==> src/rtl/router_pkg.sv <==
// Shared router constants, packet-counter type and header length helper.
package router_pkg;

  localparam int ROUTER_DATA_WIDTH = 8;
  localparam int ROUTER_FIFO_DEPTH = 16;

  // Header byte layout: payload length lives in bits [7:2].
  localparam int HDR_LEN_MSB = 7;
  localparam int HDR_LEN_LSB = 2;
  localparam int COUNT_W     = HDR_LEN_MSB - HDR_LEN_LSB + 1;

  typedef logic [COUNT_W-1:0] count_t;

  // Bytes still to come after a header: payload length plus the parity byte.
  function automatic count_t hdr_to_count(input count_t len);
    return len + count_t'(1);
  endfunction

endpackage

==> src/rtl/router_fifo_mem.sv <==
// DEPTH x (WIDTH+1) storage: synchronous write, combinational peek, registered read byte.
module router_fifo_mem #(
  parameter int DEPTH = 16,
  parameter int WIDTH = 8,
  parameter int AW    = $clog2(DEPTH)
) (
  input  logic             clk,
  input  logic             rst,
  input  logic             i_wr_en,
  input  logic [AW-1:0]    i_wr_addr,
  input  logic [WIDTH:0]   i_wr_data,
  input  logic             i_rd_en,
  input  logic             i_rd_clr,
  input  logic [AW-1:0]    i_rd_addr,
  output logic [WIDTH:0]   o_peek,
  output logic [WIDTH-1:0] o_rd_data
);

  logic [WIDTH:0]   r_mem [DEPTH];
  logic [WIDTH-1:0] r_rd_data;

  // NOTE: the array has no reset; only the pointers decide what is readable, so stale words are harmless.
  always_ff @(posedge clk) begin
    if (i_wr_en) r_mem[i_wr_addr] <= i_wr_data;
  end

  assign o_peek = r_mem[i_rd_addr];

  always_ff @(posedge clk or negedge rst) begin
    if (!rst)          r_rd_data <= '0;
    else if (i_rd_clr) r_rd_data <= '0;
    else if (i_rd_en)  r_rd_data <= r_mem[i_rd_addr][WIDTH-1:0];
  end

  assign o_rd_data = r_rd_data;

endmodule

==> src/rtl/router_fifo.sv <==
// Per-port router output FIFO: header-marked words, packet byte counter, registered read data.
module router_fifo
  import router_pkg::*;
#(
  parameter int DEPTH = ROUTER_FIFO_DEPTH,
  parameter int WIDTH = ROUTER_DATA_WIDTH
) (
  input  logic             clk,
  input  logic             rst,
  input  logic             soft_reset,
  input  logic             write_enb,
  input  logic             read_enb,
  input  logic             lfd_state,
  input  logic [WIDTH-1:0] data_in,
  output logic [WIDTH-1:0] data_out,
  output logic             full,
  output logic             empty
);

  localparam int AW = $clog2(DEPTH);

  logic [AW:0]    r_wr_ptr;
  logic [AW:0]    r_rd_ptr;
  count_t         r_count;
  logic           w_wr_fire;
  logic           w_rd_fire;
  logic           w_out_clr;
  logic [WIDTH:0] w_head_word;
  logic           w_unused_head;

  assign empty = (r_wr_ptr == r_rd_ptr);
  assign full  = (r_wr_ptr[AW-1:0] == r_rd_ptr[AW-1:0]) && (r_wr_ptr[AW] != r_rd_ptr[AW]);

  // Legality uses pre-edge flags; soft_reset suppresses both sides.
  assign w_wr_fire     = write_enb && !full && !soft_reset;
  assign w_rd_fire     = read_enb && !empty && !soft_reset;
  assign w_out_clr     = soft_reset || (!w_rd_fire && (r_count == '0));
  assign w_unused_head = ^w_head_word[HDR_LEN_LSB-1:0];

  router_fifo_mem #(
    .DEPTH (DEPTH),
    .WIDTH (WIDTH),
    .AW    (AW)
  ) u_mem (
    .clk       (clk),
    .rst       (rst),
    .i_wr_en   (w_wr_fire),
    .i_wr_addr (r_wr_ptr[AW-1:0]),
    .i_wr_data ({lfd_state, data_in}),
    .i_rd_en   (w_rd_fire),
    .i_rd_clr  (w_out_clr),
    .i_rd_addr (r_rd_ptr[AW-1:0]),
    .o_peek    (w_head_word),
    .o_rd_data (data_out)
  );

  // NOTE: state registers use non-blocking assignments so every flop samples pre-edge values.
  always_ff @(posedge clk or negedge rst) begin
    if (!rst) begin
      r_wr_ptr <= '0;
      r_rd_ptr <= '0;
      r_count  <= '0;
    end else if (soft_reset) begin
      r_wr_ptr <= '0;
      r_rd_ptr <= '0;
      r_count  <= '0;
    end else begin
      if (w_wr_fire) r_wr_ptr <= r_wr_ptr + (AW+1)'(1);
      if (w_rd_fire) begin
        r_rd_ptr <= r_rd_ptr + (AW+1)'(1);
        if (w_head_word[WIDTH])
          r_count <= hdr_to_count(w_head_word[HDR_LEN_MSB:HDR_LEN_LSB]);
        else if (r_count != '0)
          r_count <= r_count - count_t'(1);
      end
    end
  end

endmodule

==> config.mk <==
export PLATFORM = sky130hd
export DESIGN_NAME = router_fifo
export DESIGN_NICKNAME = d
export VERILOG_FILES = /design/src/rtl/router_pkg.sv /design/src/rtl/router_fifo_mem.sv /design/src/rtl/router_fifo.sv
export SDC_FILE = /design/constraint.sdc
export NUM_CORES = 1
export LEC_CHECK = 0
export CAP_MARGIN = 10
export CORE_ASPECT_RATIO = 1.25
export CORE_UTILIZATION = 50
export CTS_BUF_LIST = sky130_fd_sc_hd__clkbuf_8
export DETAILED_ROUTE_END_ITERATION = 8
export PLACE_DENSITY = 0.71
export SLEW_MARGIN = 20
export SYNTH_ARGS = -nofsm -noshare
export SYNTH_HDL_FRONTEND = slang
export SYNTH_HIERARCHICAL = 1
export SYNTH_SLANG_ARGS = --single-unit
==> constraint.sdc <==
create_clock -name clk -period 8.33 [get_ports clk]
set_input_delay 1.666 -clock clk [delete_from_list [all_inputs] [get_ports clk]]
set_output_delay 1.666 -clock clk [all_outputs]
set_load 0.01 [all_outputs]
==> results.cfg <==
[run_status]
status = complete, no violations

[worst_setup_path]
cp-endpoint = empty
required_ps = 6660
crit-reg2reg-launch = r_rd_ptr[0]
cp_slowest_stage_delay_ps = 600
reg2reg_slack_ps = 4900
worstPathMaxFanout = 44
r2r-end = u_mem/r_mem[2][7]
worstSetupPathType = reg -> out
arrival_ps = 2850
crit_path_end_kind = primary output
critPathLaunchType = register
cp_cell_sequence = buf_4 > xnor2_1 > and4_1 > nand2_1 > inv_1 > clkdlybuf4s50_1
crit_start = r_rd_ptr[0]
reg2reg_depth = 7
slowest_stage = buf_4

[power]
intPower_mw = 1.35
pwr-share-seq_pct = 51.3
p_switching_mw = 0.504
peakVddDrop_uv = 143
leakagePower_nw = 2.56
power_mw = 1.85
combPwrFrac_pct = 18.3
clkPwrFrac_pct = 30.4
swShare_pct = 27.2
powerDensity_nw_per_um2 = 235

[flow_run]
max_cap_violations = 0

[drt]
wl_per_cell_um = 21.6
drt_iter0_drc = 347
totalWireLength_mm = 14.2
drc = 0
postRouteAntennaNets = 0
via_per_inst = 5.86
first_pass_iters = 5
vias = 3846

[synthesis]
synthCells = 441
netlist_area_um2 = 7190
ys_warn_count = 6
synth_nets = 460
syn_avg_cell_area_um2 = 16.3

[sta]
rsz0062_at_grt = no
hold_slack_ps = 579
tns_ps = 0
slew_violations = 0
hold_viol_final = 0
slew_headroom_pct = 43.4
report.final.setup_viol = 0
fin_skew_ps = 15.1
tightest_slew_ps = 845
max_freq_mhz = 222
period_minus_slack_ps = 4510
finalCritPeriodShare_pct = 54.2

[cts]
postCtsHoldBufs = 0
cts.sinks = 168
cts_tree = built
clk_pin_slew_ps = 100
postCtsSetupRepairBufs = 0
clock_path_buffers = 2
htree_num_levels = 4
clk_latency_ps = 450
post_cts_resized = 0
root_buffer = clkbuf_8
cts_buffers = 17

[placement]
io_buffers = 23
place_inst = 624
gp_congestion = 0.782
place_hpwl_mm = 9.43
postPlaceCellArea_um2 = 7490

[finish]
antenna_cells = 0
final_cell_mix = edfxtp_1, nor2_1, mux2i_1
final_cells = 656
layout-drive-gt1-share_pct = 14.6
fin_area_um2 = 7890
syn_to_final_growth_pct = 9.65
final_common_cell = edfxtp_1
nNetsFinal = 487

[global_routing]
grt_overflow_total = 0
grt_pass1_vias = 3823
grt_max_degree = 45
grt_first_pass_wirelength_mm = 21.8
grt_use_total_pct = 20.8
antenna_found_initial = 0

[floorplan]
die_area_um2 = 14900
die_y_um = 136
die_x_um = 109
start_util_pct = 51.6
core_um2 = 13900
rows = 48
ios = 24

[worst_hold_path]
hold_path_class = reg -> reg
critical path: cells and delay by family (launching register included):
kind | cells | cell delay (ps)
flip-flops | 1 | 350
XOR/XNOR | 1 | 210
AND/OR/NAND/NOR | 2 | 570
buffers and inverters | 3 | 1240
how the worst min path moves through the flow:
stage | end | from | depth (start not counted)
6_report | r_count[4] | r_count[4] | 2
3_5_place_dp | r_count[4] | r_count[4] | 2
5_1_grt | r_count[4] | r_count[4] | 2
3_3_place_gp | r_count[4] | r_count[4] | 2
4_1_cts | r_count[4] | r_count[4] | 2
2_1_floorplan | r_count[4] | r_count[4] | 2
final cells by class:
| class | count | area [µm²] |
|---|---|---|
| well taps | 175 | 219 |
| clock buffers | 17 | 234 |
| multi-input cells | 246 | 2060 |
| clock inverters | 15 | 154 |
| flip-flops and latches | 168 | 4930 |
| repair buffers | 29 | 270 |
| fillers | 1071 | 6050 |
| inverters | 6 | 22.5 |
per-stage QoR:
| stage | utilization [%] | setup slack, ps |
|---|---|---|
| after CTS | 56.6 | 3760 |
| after global placement | 53.8 | 3850 |
| final | 56.6 | 3820 |
| after global routing | 56.6 | 3560 |
| after floorplan | - | 4580 |
| after detailed placement | 53.8 | 3780 |
power by group through the flow:
stage,registers (mW),clock network (mW),logic (mW)
global route,0.952,0.610,0.374
floorplan,0.967,0,0.273
finish,0.950,0.562,0.340
global placement,0.967,0,0.336
CTS,0.949,0.574,0.341
detailed placement,0.968,0,0.340
metal layers:
| layer | track usage [%] | wire length, µm | vias to the layer above |
|---|---|---|---|
| met4 | 8.37 | 326 | 0 |
| met2 | 32.4 | 6930 | 110 |
| li1 | - | - | 1748 |
| met5 | 0 | 0 | - |
| met3 | 4.79 | 612 | 19 |
| met1 | 28.3 | 6310 | 1969 |
state kept, by name, summed over array words and instances, names as in the netlist:
register         count
r_rd_ptr             5
u_mem/r_mem        144
r_wr_ptr             5
u_mem/o_rd_data      8
r_count              6
(Power assumes the default switching activity.)
